### src/rtl/prog_launcher.sv
// prog_launcher: program launch controller for the CPU core.
// Captures the start/end PCs on a launch request, strobes the start PC into
// the fetch unit, and then enables the core until the halt detector fires. It
// then reports completion and the RUN cycle count, and waits for the host
// to acknowledge.
// Optional watchdog: define PROG_LAUNCHER_TIMEOUT_EN to end a RUN phase that
// lasts TIMEOUT_CYCLES cycles without a halt.
module prog_launcher #(
    parameter int TIMEOUT_CYCLES = 4096
) (
    input  logic        clk,
    input  logic        reset,
    input  logic        start,
    input  logic [7:0]  start_addr,
    input  logic [7:0]  end_addr,
    input  logic        halt,
    input  logic        ack,
    output logic        pc_load,
    output logic [7:0]  pc_load_val,
    output logic [7:0]  pc_end,
    output logic        cpu_run,
    output logic        busy,
    output logic        done,
    output logic        timeout,
    output logic [15:0] cycle_count
);

    typedef enum logic [1:0] {
        IDLE = 2'd0,
        LOAD = 2'd1,
        RUN  = 2'd2,
        DONE = 2'd3
    } state_e;

    // The watchdog limit must fit the 16-bit cycle counter and allow at least one
    // full RUN cycle.
    if (TIMEOUT_CYCLES < 2 || TIMEOUT_CYCLES > 65535) begin : g_bad_timeout
        $error("prog_launcher: TIMEOUT_CYCLES must be in 2..65535");
    end

    state_e      state_q, state_d;
    logic        pc_load_q, pc_load_d;
    logic [7:0]  pc_load_val_q, pc_load_val_d;
    logic [7:0]  pc_end_q, pc_end_d;
    logic        cpu_run_q, cpu_run_d;
    logic        busy_q, busy_d;
    logic        done_q, done_d;
    logic [15:0] cycle_count_q, cycle_count_d;
    logic [15:0] count_inc;

`ifdef PROG_LAUNCHER_TIMEOUT_EN
    localparam logic [15:0] TimeoutLast = 16'(TIMEOUT_CYCLES - 1);
    logic        timeout_q, timeout_d;
`endif

    // The RUN counter saturates instead of wrapping, so very long programs read as 0xFFFF.
    assign count_inc = (cycle_count_q == 16'hFFFF) ? cycle_count_q : cycle_count_q + 16'd1;

    // Next-state and next-output logic. Outputs are computed for the state
    // being entered so that every output is registered alongside the state.
    always_comb begin
        state_d       = state_q;
        pc_load_d     = 1'b0;
        pc_load_val_d = pc_load_val_q;
        pc_end_d      = pc_end_q;
        cpu_run_d     = 1'b0;
        busy_d        = 1'b0;
        done_d        = 1'b0;
        cycle_count_d = cycle_count_q;
`ifdef PROG_LAUNCHER_TIMEOUT_EN
        timeout_d     = timeout_q;
`endif
        case (state_q)
            IDLE: begin
                if (start) begin
                    state_d       = LOAD;
                    pc_load_val_d = start_addr;
                    pc_end_d      = end_addr;
                    cycle_count_d = 16'd0;
`ifdef PROG_LAUNCHER_TIMEOUT_EN
                    timeout_d     = 1'b0;
`endif
                    pc_load_d     = 1'b1;
                    busy_d        = 1'b1;
                end
            end
            LOAD: begin
                // halt is ignored here because it still reflects the stale PC.
                state_d   = RUN;
                cpu_run_d = 1'b1;
                busy_d    = 1'b1;
            end
            RUN: begin
                busy_d        = 1'b1;
                cycle_count_d = count_inc;
                if (halt) begin
                    state_d = DONE;
                    done_d  = 1'b1;
                end
`ifdef PROG_LAUNCHER_TIMEOUT_EN
                else if (cycle_count_q == TimeoutLast) begin
                    state_d   = DONE;
                    done_d    = 1'b1;
                    timeout_d = 1'b1;
                end
`endif
                else begin
                    cpu_run_d = 1'b1;
                end
            end
            DONE: begin
                if (ack) begin
                    state_d = IDLE;
                end else begin
                    done_d = 1'b1;
                    busy_d = 1'b1;
                end
            end
            default: begin
                state_d = IDLE;
            end
        endcase
    end

    // State and output registers. The reset is asynchronous, so the outputs
    // clear as soon as reset is asserted.
    always_ff @(posedge clk or negedge reset) begin
        if (!reset) begin
            state_q       <= IDLE;
            pc_load_q     <= 1'b0;
            pc_load_val_q <= 8'h00;
            pc_end_q      <= 8'h00;
            cpu_run_q     <= 1'b0;
            busy_q        <= 1'b0;
            done_q        <= 1'b0;
            cycle_count_q <= 16'd0;
        end else begin
            state_q       <= state_d;
            pc_load_q     <= pc_load_d;
            pc_load_val_q <= pc_load_val_d;
            pc_end_q      <= pc_end_d;
            cpu_run_q     <= cpu_run_d;
            busy_q        <= busy_d;
            done_q        <= done_d;
            cycle_count_q <= cycle_count_d;
        end
    end

`ifdef PROG_LAUNCHER_TIMEOUT_EN
    // Register that records whether the last completion came from the watchdog.
    always_ff @(posedge clk or negedge reset) begin
        if (!reset) begin
            timeout_q <= 1'b0;
        end else begin
            timeout_q <= timeout_d;
        end
    end

    assign timeout = timeout_q;
`else
    assign timeout = 1'b0;
`endif

    assign pc_load     = pc_load_q;
    assign pc_load_val = pc_load_val_q;
    assign pc_end      = pc_end_q;
    assign cpu_run     = cpu_run_q;
    assign busy        = busy_q;
    assign done        = done_q;
    assign cycle_count = cycle_count_q;

endmodule
### config.mk
export PLATFORM = sky130hd
export DESIGN_NAME = prog_launcher
export DESIGN_NICKNAME = d
export VERILOG_FILES = /design/src/rtl/prog_launcher.sv
export SDC_FILE = /design/constraint.sdc
export NUM_CORES = 1
export LEC_CHECK = 0
export CORE_MARGIN = 3
export CORE_UTILIZATION = 48
export CTS_BUF_LIST = sky130_fd_sc_hd__clkbuf_8
export DETAILED_ROUTE_END_ITERATION = 16
export GPL_ROUTABILITY_DRIVEN = 0
export PLACE_DENSITY = 0.89
export RECOVER_POWER = 100
export SKIP_LAST_GASP = 1
export SYNTH_ARGS = -nofsm -noshare
export SYNTH_HDL_FRONTEND = slang
export SYNTH_SLANG_ARGS = --single-unit
### constraint.sdc
create_clock -name clk -period 2.3 [get_ports clk]
set_input_delay 0.46 -clock clk [delete_from_list [all_inputs] [get_ports clk]]
set_output_delay 0.46 -clock clk [all_outputs]
set_load 0.02 [all_outputs]
# After elaboration in Yosys (flattened, before gate mapping)
# Cells that the tools add are included.
# word_totals
regBits	38
in_bits	21
output_inout_bits	37
# classes
n_mux	15
n_reduce_logical	6
n_eq_ne	8
addsub	1
# ops
op	count
2-to-1 mux 16 bit	2
one-hot mux 16 bit (2 select lines)	1
adder 16 x 1 -> 16 bit, second input constant	1
equality test 16 bit, second input constant	1
inequality test 2 bit, second input constant	4
one-hot mux 2 bit (4 select lines)	1
2-to-1 mux 2 bit	3
AND reduction 3 bit	2
2-to-1 mux 1 bit	5
equality test 2 bit, second input constant	2
one-hot mux 1 bit (2 select lines)	2
one-hot mux 1 bit (3 select lines)	1
equality test 2 x 1 -> 1 bit, second input constant	1
logical NOT 2 bit	1
AND reduction 2 bit	1
nonzero test 2 bit	1
OR reduction 2 bit	1

# Logic depth before layout (Yosys ltp)
# depth
depth_word	3
ltp_mapped	7
depth_no_buf	6

# Least setup slack after synthesis
# No wires, ideal clock.
# synth_path
path_type	register -> register
from	register cycle_count_q[0] (netlist: cycle_count[0])
to	register cycle_count_q[0] (netlist: cycle_count[0])
t_arrival_ns	1.731
path_buffers	0
stages_incl_launch_ff	6
path_slack_ns	0.442
setup_ns	0.128
period_less_slack_ns	1.858
path_cell_list	dfrtp_1 ha_1 nand3_4 nor4_4 a21o_4 mux2_1
# synth_between
elab_chain_len	3
word_cells_on_any_way	6
cone_classes	add/sub (1); eq/ne (2); mux (2); reduce/logical (1)
# synth_lines
element	line_no	rtl
start: declaration	48	logic [15:0] cycle_count_q, cycle_count_d;
start signal: assignment	145	cycle_count_q <= cycle_count_d;
adder 16 x 1 -> 16 bit or equality test 16 bit (tied branches)	57	assign count_inc = (cycle_count_q == 16'hFFFF) ? cycle_count_q : cycle_count_q + 16'd1;
2-to-1 mux 16 bit or inequality test 2 bit (tied branches)	-	
one-hot mux 16 bit (2 select lines) or AND reduction 3 bit (tied branches)	-	
# Several ways; a longest one is shown, not always the timed one. The select of a mux whose other input is x is not followed.
# A chain may end at the register's enable or synchronous reset.

# Final worst setup path
# Ends and elaborated chain as after synthesis.

==> results.sh <==
export IMPL_layout_nets=253
export IMPL_post_synth_cell_area_avg_sq_um=11.4
export IMPL_area_growth_syn_to_layout_pct=35.9
export IMPL_postCtsSetupRepairBufs=0
export IMPL_achievable_frequency_mhz=490
export IMPL_placed_cells=267
export IMPL_detailed_place_area_sq_um=2510
export IMPL_worstPathMaxFanout=14
export IMPL_clk_pin_slew_ns=0.07
export IMPL_grt_antenna_before_repair=0
export IMPL_yosys_register_bits=38
export IMPL_port_buffer_count=56
export IMPL_synth_net_count=193
export IMPL_tightest_slew_ns=1.94
export IMPL_post_place_ws_ns=0.206
export IMPL_max_cap_violations=1
export IMPL_finalMaxSlewViolations=39
export IMPL_first_pass_iters=4
export IMPL_final_setup_viol_count=0
export IMPL_yosys_warnings=0
export IMPL_report_final_hold_viol_count=0
export IMPL_clock_insertion_delay_worst_skew_ns=0.28
export IMPL_synth_cell_area_sq_um=1900
export IMPL_grt_pass1_vias=1459
export IMPL_rsz0062_at_grt="no"
export IMPL_postRouteAntennaNets=0
export IMPL_post_synth_top_count_cell="sky130_fd_sc_hd__dfrtp_1"
export IMPL_synth_sequential_area_ratio=0.501
export IMPL_period_share=0.887
export IMPL_final_setup_slack_of_the_worst_path_ns=0.260
export IMPL_cts_htree_levels=2
export IMPL_clockRootBuffer="sky130_fd_sc_hd__clkbuf_8"
export IMPL_synth_enable_flop_cells=0
export IMPL_internal_power_mw=1.76
export IMPL_yosysUniqueCellTypes=40
export IMPL_clock_tree_buffer_depth=2
export IMPL_synth_top_area_frac=0.501
export IMPL_sw_frac_of_total=0.387
export IMPL_grt_start_max_net_pins=39
export IMPL_post_synth_most_frequent_cells="38 x sky130_fd_sc_hd__dfrtp_1, 17 x sky130_fd_sc_hd__mux2_2, 11 x sky130_fd_sc_hd__nor2_1"
export IMPL_synth_flop_cell="sky130_fd_sc_hd__dfrtp_1"
export IMPL_via_per_inst=5.44
export IMPL_tritoncts="done"
export IMPL_irDropWorstVdd_uv=821
export IMPL_skew_ns=0.00428
export IMPL_clkPwrFrac=0.162
export IMPL_n_fill_cell=318
export IMPL_vias=1497
export IMPL_timing_critical_path_required_ns=2.47
export IMPL_leakagePower_nw=1.20
export IMPL_post_cts_gate_resize_count=0
export IMPL_setup_total_negative_slack_ns=0
export IMPL_n_antenna_cell=0
export IMPL_groute_usage_overall=0.189
export IMPL_core_area_sq_um=3740
export IMPL_yosys_top_cells_area="sky130_fd_sc_hd__dfrtp_1 50%, sky130_fd_sc_hd__mux2_2 10%, sky130_fd_sc_hd__ha_1 4.0%"
export IMPL_chipHeight_microns=68.9
export IMPL_pin_count=58
export IMPL_detail_route_drc_violations=0
export IMPL_numCtsBuffers=5
export IMPL_grt_pass1_wl_microns=6590
export IMPL_global_route_overflow_total=0
export IMPL_timing_worst_setup_path_type="flip-flop to flip-flop"
export IMPL_post_route_util=0.690
export IMPL_seq_power_share=0.356
export IMPL_half_perimeter_wire_length_after_detailed_placement_microns=2920
export IMPL_floorplan_rows=22
export IMPL_power_per_cell_area_nw_per_um2=1110
export IMPL_max_slew_margin=-0.292
export IMPL_route_detailed_wl_per_inst_microns=14.7
export IMPL_final_instance_count_excl_fill=275
export IMPL_postLayoutCellArea_sq_um=2580
export IMPL_die_area_sq_um=4750
export IMPL_outcome="complete, but fails checks"
export IMPL_worstHoldPathType="flip-flop to flip-flop"
export IMPL_cts_num_sinks=38
export IMPL_timing_critical_path_to_type="flip-flop"
export IMPL_violations="capacitance limit, slew limit"
export IMPL_start_kind="flip-flop"
export IMPL_netlist_instances=166
export IMPL_post_layout_total_power_mw=2.88
export IMPL_net_switching_power_mw=1.11
export IMPL_asyncSetResetFlopFracSynth=1.00
export IMPL_drive_above_1_share=0.145
export IMPL_power_combinational_fraction=0.482
export IMPL_yosys_area_top_type="sky130_fd_sc_hd__dfrtp_1"
export IMPL_chipWidth_microns=68.9
export IMPL_min_period_ns=2.04
export IMPL_initial_cell_density_of_the_core=0.507
export IMPL_cp_arrival_ns=2.21
export IMPL_first_iter_violations=58
export IMPL_route_final_wire_length_microns=4030
export IMPL_fin_worst_hold_slack_ns=0.498
export IMPL_cts_hold_buffers=0
-- layout make-up --
class	count	area [sq um]	area share
Clock buffer	6	82.6	0.0320
Inverter	7	26.3	0.0102
Timing Repair Buffer	60	578	0.224
Multi-Input combinational cell	114	871	0.337
Clock inverter	2	12.5	0.00485
Sequential cell	38	951	0.368
Tap cell	48	60.1	0.0233
-- power by group through the flow --
| stage | combinational, mW | clock [mW] | sequential (mW) |
|---|---|---|---|
| after floorplan | 0.639 | 0 | 1.29 |
| after global placement | 1.47 | 0 | 1.03 |
| after detailed placement | 1.48 | 0 | 1.05 |
| after CTS | 1.49 | 0.484 | 1.04 |
| after global routing | 1.52 | 0.512 | 1.06 |
| final | 1.39 | 0.467 | 1.02 |
-- worst max-delay path: stages (launching register included) --
cell                      delay (ns)
sky130_fd_sc_hd__dfrtp_1        0.44
sky130_fd_sc_hd__ha_1           0.24
sky130_fd_sc_hd__nand3_1        0.29
sky130_fd_sc_hd__nor4_4         0.38
sky130_fd_sc_hd__a21o_4         0.26
sky130_fd_sc_hd__mux2_1         0.33
-- flip-flops by register name, summed over array words and instances, names as in the netlist --
register	count
cycle_count	16
pc_end	8
pc_load	1
done	1
busy	1
pc_load_val	8
cpu_run	1
state_q	2
-- per-layer routing --
layer,part of all wire,routed length [microns],track usage,up-vias
met5,0,0,0,-
met2,0.51,2040,0.302,57
met3,0.059,238,0.0502,4
li1,-,-,-,722
met4,0.014,56,0.0681,0
met1,0.42,1700,0.246,714
-- path summary, 6_finish.rpt --
path,startpoint,endpoint,slack [ns],cells after the start
max,cycle_count[0],cycle_count[0],0.26,5
min,pc_load_val[3],pc_load_val[3],0.50,1
min reg2reg,pc_load_val[3],pc_load_val[3],0.50,1
min in group asynchronous,reset,cycle_count[5],0.70,1
max reg2reg,cycle_count[0],cycle_count[0],0.26,5
max in group asynchronous,reset,pc_load_val[1],0.48,1
-- kinds of logic (layout without fill, tap and decap cells) --
family,count (synthesis),in the layout,synth area share
AOI/OAI and AO/OA,31,31,0.121
adders and majority gates,6,6,0.0395
buffers and inverters,14,75,0.0342
DFF,38,38,0.501
muxes,24,24,0.138
other,1,1,0.00197
and+or+nand+nor,52,52,0.164
-- layout by cell type (no fill, tap or decap), types with 2 or more instances in the layout --
master / n
sky130_fd_sc_hd__a211o_1: 2
sky130_fd_sc_hd__a21o_1: 2
sky130_fd_sc_hd__a21oi_1: 4
sky130_fd_sc_hd__a221oi_1: 2
sky130_fd_sc_hd__a31oi_1: 4
sky130_fd_sc_hd__and3_1: 2
sky130_fd_sc_hd__and4_1: 2
sky130_fd_sc_hd__buf_4: 2
sky130_fd_sc_hd__clkbuf_1: 2
sky130_fd_sc_hd__clkbuf_8: 6
sky130_fd_sc_hd__clkdlybuf4s50_1: 19
sky130_fd_sc_hd__dfrtp_1: 38
sky130_fd_sc_hd__dlygate4sd3_1: 36
sky130_fd_sc_hd__ha_1: 6
sky130_fd_sc_hd__inv_1: 6
sky130_fd_sc_hd__mux2_2: 17
sky130_fd_sc_hd__mux2i_1: 6
sky130_fd_sc_hd__nand2_1: 10
sky130_fd_sc_hd__nand3_1: 6
sky130_fd_sc_hd__nor2_1: 11
sky130_fd_sc_hd__nor2b_1: 2
sky130_fd_sc_hd__nor3_1: 10
sky130_fd_sc_hd__nor4_4: 2
sky130_fd_sc_hd__o21ai_0: 5
sky130_fd_sc_hd__o2bb2ai_1: 6
sky130_fd_sc_hd__or4_1: 3
Note: power is estimated with default switching activity, not from simulation.
